File: config.mk
export PLATFORM = sky130hd
export DESIGN_NAME = tx_arbiter_flat
export DESIGN_NICKNAME = d
export VERILOG_FILES = /design/src/rtl/tx_arbiter_if.sv /design/src/rtl/tx_arbiter.sv /design/src/flat_wrapper.sv
export SDC_FILE = /design/constraint.sdc
export NUM_CORES = 1
export LEC_CHECK = 0
export CAP_MARGIN = 10
export CORE_MARGIN = 2
export CORE_UTILIZATION = 50
export CTS_CLUSTER_SIZE = 8
export DETAILED_ROUTE_END_ITERATION = 10
export PLACE_DENSITY_LB_ADDON = 0.08
export SLEW_MARGIN = 20
export SYNTH_ARGS = -nofsm -noshare
export SYNTH_HDL_FRONTEND = slang
export SYNTH_SLANG_ARGS = --single-unit
File: constraint.sdc
create_clock -name sys_clk -period 2.3 [get_ports sys_clk]
set_input_delay 0.23 -clock sys_clk [delete_from_list [all_inputs] [get_ports sys_clk]]
set_output_delay 0.23 -clock sys_clk [all_outputs]
set_load 0.01 [all_outputs]
File: src/rtl/tx_arbiter_if.sv
// Bundles the two FWFT source read ports, the tx write port and the status
// outputs of tx_arbiter; master is the arbiter side, slave the environment side.
interface tx_arbiter_if;
  logic [8:0]  src0_dout;
  logic [8:0]  src1_dout;
  logic        src0_empty;
  logic        src1_empty;
  logic        src0_rd_en;
  logic        src1_rd_en;
  logic        tx_afull;
  logic        tx_wr_en;
  logic [8:0]  tx_wr_data;
  logic        grant;
  logic [15:0] frame_cnt;
  logic [15:0] trunc_cnt;

  modport master (
    input  src0_dout, src1_dout, src0_empty, src1_empty, tx_afull,
    output src0_rd_en, src1_rd_en, tx_wr_en, tx_wr_data, grant, frame_cnt, trunc_cnt
  );

  modport slave (
    output src0_dout, src1_dout, src0_empty, src1_empty, tx_afull,
    input  src0_rd_en, src1_rd_en, tx_wr_en, tx_wr_data, grant, frame_cnt, trunc_cnt
  );
endinterface

File: src/rtl/tx_arbiter.sv
// Two-source frame arbiter: forwards whole frames from two FWFT sources into
// one tx write port, appends a 9'h000 terminator and enforces an inter-frame gap.
module tx_arbiter #(
  parameter int MAX_WORDS  = 1522,
  parameter int IFG_CYCLES = 12
) (
  input  logic         sys_clk,
  input  logic         sys_rst,
  tx_arbiter_if.master bus
);

  localparam int CW = ($clog2(MAX_WORDS + 1) > 11) ? $clog2(MAX_WORDS + 1) : 11;
  localparam logic [CW-1:0] MAX_CNT = CW'(MAX_WORDS);
  // GAP always occupies at least one cycle, so IFG_CYCLES=0 and 1 behave alike.
  localparam logic [15:0] GAP_LAST = (IFG_CYCLES > 1) ? 16'(IFG_CYCLES - 1) : 16'd0;

  typedef enum logic [2:0] {
    S_IDLE  = 3'd0,
    S_SEND  = 3'd1,
    S_TERM  = 3'd2,
    S_DRAIN = 3'd3,
    S_GAP   = 3'd4
  } state_e;

  state_e      state_q;
  logic        grant_q;
  logic [CW-1:0] cnt_q;
  logic        trunc_q;
  logic [15:0] gap_q;
  logic        wr_en_q;
  logic [8:0]  wr_data_q;
  logic [15:0] frame_cnt_q;
  logic [15:0] trunc_cnt_q;

  logic [8:0]  g_dout;
  logic        g_empty;
  logic        cand0;
  logic        cand1;
  logic        at_max;
  logic        pop_g;
  logic        rd0_d;
  logic        rd1_d;

  always_comb begin
    g_dout  = grant_q ? bus.src1_dout  : bus.src0_dout;
    g_empty = grant_q ? bus.src1_empty : bus.src0_empty;
    cand0   = !bus.src0_empty && bus.src0_dout[8];
    cand1   = !bus.src1_empty && bus.src1_dout[8];
    at_max  = (cnt_q == MAX_CNT);
    pop_g   = 1'b0;
    rd0_d   = 1'b0;
    rd1_d   = 1'b0;
    case (state_q)
      // Stray end markers are flushed from either source while waiting.
      S_IDLE: begin
        rd0_d = !bus.src0_empty && !bus.src0_dout[8];
        rd1_d = !bus.src1_empty && !bus.src1_dout[8];
      end
      S_SEND: begin
        pop_g = !g_empty && !bus.tx_afull && !(g_dout[8] && at_max);
        rd0_d = pop_g && !grant_q;
        rd1_d = pop_g && grant_q;
      end
      S_DRAIN: begin
        pop_g = !g_empty;
        rd0_d = pop_g && !grant_q;
        rd1_d = pop_g && grant_q;
      end
      default: begin
        pop_g = 1'b0;
      end
    endcase
    if (sys_rst) begin
      rd0_d = 1'b0;
      rd1_d = 1'b0;
    end else begin
      rd0_d = rd0_d;
      rd1_d = rd1_d;
    end
  end

  assign bus.src0_rd_en = rd0_d;
  assign bus.src1_rd_en = rd1_d;
  assign bus.tx_wr_en   = wr_en_q;
  assign bus.tx_wr_data = wr_data_q;
  assign bus.grant      = grant_q;
  assign bus.frame_cnt  = frame_cnt_q;
  assign bus.trunc_cnt  = trunc_cnt_q;

  always_ff @(posedge sys_clk) begin
    if (sys_rst) begin
      state_q     <= S_IDLE;
      grant_q     <= 1'b1;
      cnt_q       <= '0;
      trunc_q     <= 1'b0;
      gap_q       <= 16'd0;
      wr_en_q     <= 1'b0;
      wr_data_q   <= 9'h000;
      frame_cnt_q <= 16'd0;
      trunc_cnt_q <= 16'd0;
    end else begin
      wr_en_q   <= 1'b0;
      wr_data_q <= 9'h000;
      case (state_q)
        S_IDLE: begin
          if (cand0 || cand1) begin
            grant_q <= (cand0 && cand1) ? ~grant_q : cand1;
            cnt_q   <= '0;
            trunc_q <= 1'b0;
            state_q <= S_SEND;
          end
        end
        S_SEND: begin
          if (pop_g) begin
            if (g_dout[8]) begin
              wr_en_q   <= 1'b1;
              wr_data_q <= g_dout;
              cnt_q     <= cnt_q + CW'(1);
            end else begin
              state_q <= S_TERM;
            end
          end else if (!g_empty && g_dout[8] && at_max) begin
            // Over-length frame: leave the word in the source; DRAIN discards it.
            trunc_q <= 1'b1;
            state_q <= S_TERM;
          end
        end
        S_TERM: begin
          if (!bus.tx_afull) begin
            wr_en_q     <= 1'b1;
            wr_data_q   <= 9'h000;
            frame_cnt_q <= frame_cnt_q + 16'd1;
            if (trunc_q) begin
              trunc_cnt_q <= trunc_cnt_q + 16'd1;
              state_q     <= S_DRAIN;
            end else begin
              gap_q   <= 16'd0;
              state_q <= S_GAP;
            end
          end
        end
        S_DRAIN: begin
          if (pop_g && !g_dout[8]) begin
            gap_q   <= 16'd0;
            state_q <= S_GAP;
          end
        end
        S_GAP: begin
          if (gap_q >= GAP_LAST) begin
            state_q <= S_IDLE;
          end else begin
            gap_q <= gap_q + 16'd1;
          end
        end
        default: begin
          state_q <= S_IDLE;
        end
      endcase
    end
  end

endmodule

File: src/flat_wrapper.sv
// flat-port wrapper written by rule: the top's interface ports become plain ports
module tx_arbiter_flat 
#(
  parameter int MAX_WORDS  = 1522,
  parameter int IFG_CYCLES = 12
)
  (sys_clk, sys_rst, bus_src0_dout, bus_src1_dout, bus_src0_empty, bus_src1_empty, bus_tx_afull, bus_src0_rd_en, bus_src1_rd_en, bus_tx_wr_en, bus_tx_wr_data, bus_grant, bus_frame_cnt, bus_trunc_cnt);
  tx_arbiter_if bus_i ();
  input  logic sys_clk;
  input  logic sys_rst;
  input wire logic [$bits(bus_i.src0_dout)-1:0] bus_src0_dout;
  input wire logic [$bits(bus_i.src1_dout)-1:0] bus_src1_dout;
  input wire logic [$bits(bus_i.src0_empty)-1:0] bus_src0_empty;
  input wire logic [$bits(bus_i.src1_empty)-1:0] bus_src1_empty;
  input wire logic [$bits(bus_i.tx_afull)-1:0] bus_tx_afull;
  output wire logic [$bits(bus_i.src0_rd_en)-1:0] bus_src0_rd_en;
  output wire logic [$bits(bus_i.src1_rd_en)-1:0] bus_src1_rd_en;
  output wire logic [$bits(bus_i.tx_wr_en)-1:0] bus_tx_wr_en;
  output wire logic [$bits(bus_i.tx_wr_data)-1:0] bus_tx_wr_data;
  output wire logic [$bits(bus_i.grant)-1:0] bus_grant;
  output wire logic [$bits(bus_i.frame_cnt)-1:0] bus_frame_cnt;
  output wire logic [$bits(bus_i.trunc_cnt)-1:0] bus_trunc_cnt;
  assign bus_i.src0_dout = bus_src0_dout;
  assign bus_i.src1_dout = bus_src1_dout;
  assign bus_i.src0_empty = bus_src0_empty;
  assign bus_i.src1_empty = bus_src1_empty;
  assign bus_i.tx_afull = bus_tx_afull;
  assign bus_src0_rd_en = bus_i.src0_rd_en;
  assign bus_src1_rd_en = bus_i.src1_rd_en;
  assign bus_tx_wr_en = bus_i.tx_wr_en;
  assign bus_tx_wr_data = bus_i.tx_wr_data;
  assign bus_grant = bus_i.grant;
  assign bus_frame_cnt = bus_i.frame_cnt;
  assign bus_trunc_cnt = bus_i.trunc_cnt;
  tx_arbiter #(.MAX_WORDS(MAX_WORDS), .IFG_CYCLES(IFG_CYCLES)) u_core (.sys_clk(sys_clk), .sys_rst(sys_rst), .bus(bus_i));
endmodule
=== Word level (Yosys, flattened, before mapping) ===
Cells that the tools add are included.

* Eq/ne operators: 17
* Muxes and demuxes: 35
* Reductions and logical operators: 37
* $add $sub $neg: 4
* Bitwise operators: 5
* Order comparisons: 1

{| class="wikitable"
|+ Operators with widths
! cell !! count
|-
| $mux W16 || 4
|-
| $add A16 B1 Y16 const B || 3
|-
| $pmux W16 S3 || 1
|-
| $mux W11 || 3
|-
| $mux W3 || 8
|-
| $pmux W11 S2 || 1
|-
| $mux W9 || 2
|-
| $ge A16 B4 Y1 const B || 1
|-
| $logic_and A1 B1 Y1 || 15
|-
| $pmux W3 S5 || 1
|-
| $ne A2 B1 Y1 const B || 6
|-
| $add A11 B1 Y11 const B || 1
|-
| $eq A11 B11 Y1 const B || 1
|-
| $mux W1 || 10
|-
| $logic_not A1 Y1 || 9
|-
| $ne A2 B2 Y1 const B || 4
|-
| $reduce_and A4 Y1 || 2
|-
| $eq A3 B2 Y1 const B || 2
|-
| $pmux W1 S2 || 3
|-
| $pmux W1 S3 || 2
|-
| $reduce_and A6 Y1 || 1
|-
| $not A1 Y1 || 5
|-
| $reduce_and A5 Y1 || 1
|-
| $reduce_and A2 Y1 || 2
|-
| 11 further kinds || 11
|}

* Output and inout bits: 45
* Register bits: 74
* Input port bits: 23
* Logic and storage cells: 109

=== Depth between registers and ports, before layout ===
* Word-level depth: 8
* Depth in mapped cells: 7
* Gate-level depth less buffers: 6

=== Worst setup path before layout ===
OpenSTA, ideal clock, no wires.

* Path kind: reg-to-output
* From: register u_core.grant_q (netlist: u_core.bus.grant)
* To: output bus_src0_rd_en
* Stages on the path, launching flop included: 5
* Path slack: 0.563 ns
* Data arrival time: 1.507 ns
* Buffers on the path: 2
* Data required time: 2.070 ns
* Path through: dfxtp_1 > buf_2 > buf_1 > a2111oi_0 > a31o_2

* Word-level cells in the longest chain between the ends: 7
* Elaborated cells between the ends (all ways): 12
* Classes of those cells: mux (4); reduce/logical (8)

{| class="wikitable"
|+ RTL lines
! element !! RTL line !! text
|-
| from (decl) || tx_arbiter.sv:26 || <nowiki>logic grant_q;</nowiki>
|-
| from (signal assigned) || tx_arbiter.sv:107 || <nowiki>grant_q <= (cand0 && cand1) ? ~grant_q : cand1;</nowiki>
|-
| $mux W1 or $mux W9 (tied branches) || tx_arbiter.sv:46, tx_arbiter.sv:45 ||
|-
| $logic_not A1 Y1 or $logic_and A1 B1 Y1 (tied branches) || tx_arbiter.sv:60, tx_arbiter.sv:65 ||
|-
| $logic_and A1 B1 Y1 or $logic_not A1 Y1 (tied branches) || tx_arbiter.sv:60 || <nowiki>pop_g = !g_empty && !bus.tx_afull && !(g_dout[8] && at_max);</nowiki>
|-
| $logic_and A1 B1 Y1 || tx_arbiter.sv:60 ||
|-
| $logic_and A1 B1 Y1 || tx_arbiter.sv:61 || <nowiki>rd0_d = pop_g && !grant_q;</nowiki>
|-
| $pmux W1 S3 * || tx_arbiter.sv:53 || <nowiki>case (state_q)</nowiki>
|-
| $mux W1 * || tx_arbiter.sv:73 || <nowiki>if (sys_rst) begin</nowiki>
|-
| to (decl) || flat_wrapper.sv:16 || <nowiki>output wire logic [$bits(bus_i.src0_rd_en)-1:0] bus_src0_rd_en;</nowiki>
|}

Every way passes the cells marked *; elsewhere a longest branch is shown, timed or not.

=== Worst setup path after layout ===
* From: register u_core.cnt_q[6]
* To: output bus_src1_rd_en

* Word-level cells in the longest chain between the ends: 7

{| class="wikitable"
|+ RTL lines
! element !! RTL line !! text
|-
| from (decl) || tx_arbiter.sv:27 || <nowiki>logic [CW-1:0] cnt_q;</nowiki>
|-
| from (signal assigned) || tx_arbiter.sv:118 || <nowiki>cnt_q <= cnt_q + CW'(1);</nowiki>
|-
| $eq A11 B11 Y1 || tx_arbiter.sv:49 || <nowiki>at_max = (cnt_q == MAX_CNT);</nowiki>
|-
| $logic_and A1 B1 Y1 || tx_arbiter.sv:60 ||
|-
| $logic_not A1 Y1 || tx_arbiter.sv:60 ||
|-
| $logic_and A1 B1 Y1 || tx_arbiter.sv:60 ||
|-
| $logic_and A1 B1 Y1 || tx_arbiter.sv:62 || <nowiki>rd1_d = pop_g && grant_q;</nowiki>
|-
| $pmux W1 S3 || tx_arbiter.sv:53 ||
|-
| $mux W1 || tx_arbiter.sv:73 ||
|-
| to (decl) || flat_wrapper.sv:17 || <nowiki>output wire logic [$bits(bus_i.src1_rd_en)-1:0] bus_src1_rd_en;</nowiki>
|}

No other way between the ends.

==> metrics.yaml <==
status:
  outcome: "finished, final reports clean"
timing:
  grt_setup_unrepaired: "no"
  maxSlewHeadroom_pct: 56.0
  whs_ns: 0.463
  period_share_pct: 97.0
  layout_min_cycle_time_ns: 2.23
  setup_viol: 0
  tightest_slew_ns: 0.643
  finalSetupTns_ns: 0
  fin_skew_ns: 0.0111
  fmax_ghz: 0.448
  slew_violations: 0
  hold_viol: 0
yosys:
  yosys_warnings: 0
  ys_top_cells_by_area: "dfxtp_1 (43%), xnor2_1 (4.8%), mux2i_1 (4.7%)"
  syn_avg_cell_area_um2: 9.05
  synthCells: 380
  synth_top_family_by_area: "simple AND/OR/NAND/NOR gates"
  synthSimpleGateAreaFrac_pct: 30.2
  yosysTopAreaCell: "dfxtp_1"
  synth_compound_area_share_pct: 10.0
  yosysSeqAreaShare_pct: 43.1
  synth-async-reset-ratio_pct: 0
  yosys.area.top_type_share_pct: 43.1
  syn_area_mm2: 0.00344
  synth-edff-count: 0
  synth_cell_type_count: 46
  synthFlopType: "dfxtp_1"
  synth-seq-cells: 74
  synth.mux.area_fraction_pct: 4.66
  syn-num-nets: 408
  synth_xor_area_share_pct: 6.62
  synth_fa_ha_area_share_pct: 1.82
critical_path:
  crit_chain: "and4_4 > and4_4 > nor2b_2 > o21bai_1 > a31o_2 > dlygate4sd2_1"
  cp_max_fo: 4
  cp.required_ns: 2.07
  worst_path_max_delay_cell: "dfxtp_1"
  cp_num_buf_inv: 1
  critical_path.top_delay_family: "simple AND/OR/NAND/NOR gates"
  arrival_ns: 2.00
  critPathLaunchType: "register"
  worstSetupEndpointType: "primary output"
  crit_top_cell: "and4_4"
  crit_type: "register to primary output"
  max_stage_delay_ns: 0.37
floorplan:
  initial_core_util_pct: 51.2
  core_area_mm2: 0.00672
  io_pins: 68
  die_h_um: 86.9
  fp.dieW_um: 86.9
  design.die.area_mm2: 0.00756
  row_count: 30
finish:
  layout_commonest_cell: "dfxtp_1"
  design_area_mm2: 0.00452
  nFillCells: 542
  drive_gt1_share_pct: 11.6
  area_growth_pct: 31.3
  fin_nets: 488
  antenna_cells: 0
  layout_common_cells: "dfxtp_1 (71), clkdlybuf4s50_1 (65), nor2_1 (42)"
grt:
  grt_use_total_pct: 20.2
  use_met2_pct: 29.6
  use_met1_pct: 27.6
  overflow: 0
  grt_max_degree: 44
  met3_usage_pct: 4.93
  antenna_found_initial: 0
  first_global_vias: 2630
  grt_pass1_wl_mm: 12.2
  top_usage_layer: "met2"
cts:
  clockBufferDepth: 2
  hold_buffers: 0
  cts_tree: "built"
  clk_latency_ns: 0.35
  numClockSinks: 74
  htreeDepth: 3
  clkTransAtPathRegs_ns: 0.08
  clockRootBuffer: "clkbuf_8"
  cts-buffers-inserted: 9
power:
  cellPowerDensity_mw_per_mm2: 748
  power_mw: 3.38
  vdd_drop_max_uv: 489
  leakagePower_nw: 1.67
drt:
  viasPerCell: 5.39
  drt_iter0_drc: 194
  drt-pass1-iter-count: 4
  drc: 0
  vias: 2933
  routed_wl_mm: 7.40
  ant_nets: 0
  wl_per_cell_um: 13.6
placement:
  dp_hpwl_mm: 5.19
  portBuffers: 67
  dpl_cell_area_mm2: 0.00426
  place_congestion: 0.818
worst_hold_path:
  hp-class: "register to register"
flow_run:
  drv_cap: 0
==> state kept, by name, indices dropped and copies added (netlist names) <==
signal / flops
u_core.bus.frame_cnt: 16
u_core.bus.trunc_cnt: 16
u_core.gap_q: 16
u_core.cnt_q: 11
u_core.bus.tx_wr_data: 9
u_core.state_q: 3
u_core.bus.grant: 1
u_core.bus.tx_wr_en: 1
u_core.trunc_q: 1
==> path summary, 6_finish.rpt <==
kind	startpoint	endpoint	slack (ns)	cells past startpoint
setup / recovery	u_core.cnt_q[6]$_SDFFE_PP0P_	bus_src1_rd_en	0.07	6
hold / removal	u_core.gap_q[4]$_SDFFE_PP0P_	u_core.gap_q[4]$_SDFFE_PP0P_	0.46	1
hold reg to reg	u_core.gap_q[4]$_SDFFE_PP0P_	u_core.gap_q[4]$_SDFFE_PP0P_	0.46	1
setup reg to reg	u_core.state_q[1]$_SDFFE_PP0P_	u_core.bus.frame_cnt[15]$_SDFFE_PP0P_	0.33	6
==> stage by stage <==
| step | setup WS, ns | cells | utilization, % |
|---|---|---|---|
| after floorplan | 0.563 | 380 | - |
| after global placement | -0.0299 | 528 | 63.3 |
| after detailed placement | -0.0477 | 528 | 63.3 |
| after CTS | 0.00897 | 544 | 67.0 |
| after global routing | 0.0143 | 544 | 67.2 |
| final | 0.0686 | 544 | 67.2 |
==> power breakdown <==
group | switching, mW | leakage [nW] | internal [mW] | total, mW
combinational | 0.387 | 0.956 | 0.335 | 0.721
sequential | 0.0957 | 0.598 | 1.35 | 1.44
clock | 0.473 | 0.118 | 0.742 | 1.21
total | 0.955 | 1.67 | 2.42 | 3.38
==> worst reg2reg max path, stage by stage, from the launching register on <==
cell and delay, ns:
dfxtp_1 0.55, nor4b_4 0.38, buf_4 0.22, nand4_4 0.18, nor4_2 0.33, xnor2_1 0.15
nor2_1 0.05
==> metal layers <==
metal / vias to the layer above / part of all wire, %
li1: 1495 / -
met1: 1335 / 49
met2: 88 / 43
met3: 15 / 5.9
met4: 0 / 1.9
met5: - / 0
==> Yosys cell counts, types with 3 or more instances <==
cell and n:
dfxtp_1 74, nor2_1 42, nand2_1 30, xnor2_1 19, a21oi_1 16, mux2i_1 16, nand3_1 15, o21ai_0 15
and2_1 14, or3_1 13, inv_1 11, nor3_1 11, nor4_1 10, nand2b_1 8, clkbuf_1 7, nand4_1 7
nor2b_1 7, xor2_1 7, buf_2 5, ha_1 5, nor4_2 4, a211oi_1 3, and4_1 3, nor4b_1 3
or4_1 3
==> cells by family after synthesis <==
family | Yosys count
compound gates | 51
xor+xnor | 26
fa+ha+maj | 5
buf+inv | 27
flops | 74
mux | 16
simple gates | 181
==> cell type report <==
type,instances,area [um2],area share [%]
clock buffer,10,138,3.05
timing repair buffer,85,803,17.8
multi-input combinational,279,1850,40.9
inverter,11,41.3,0.914
tap,80,100,2.22
sequential,74,1490,32.9
clock inverter,5,103,2.27
==> repair_timing <==
item,4_1_cts,5_1_grt
pin swaps,1,1
endpoints found under the setup margin,2,2
endpoints found under the hold margin,0,0
resized for setup,3,6
buffers inserted,1,0
Note: power is estimated with default switching activity, not from simulation.
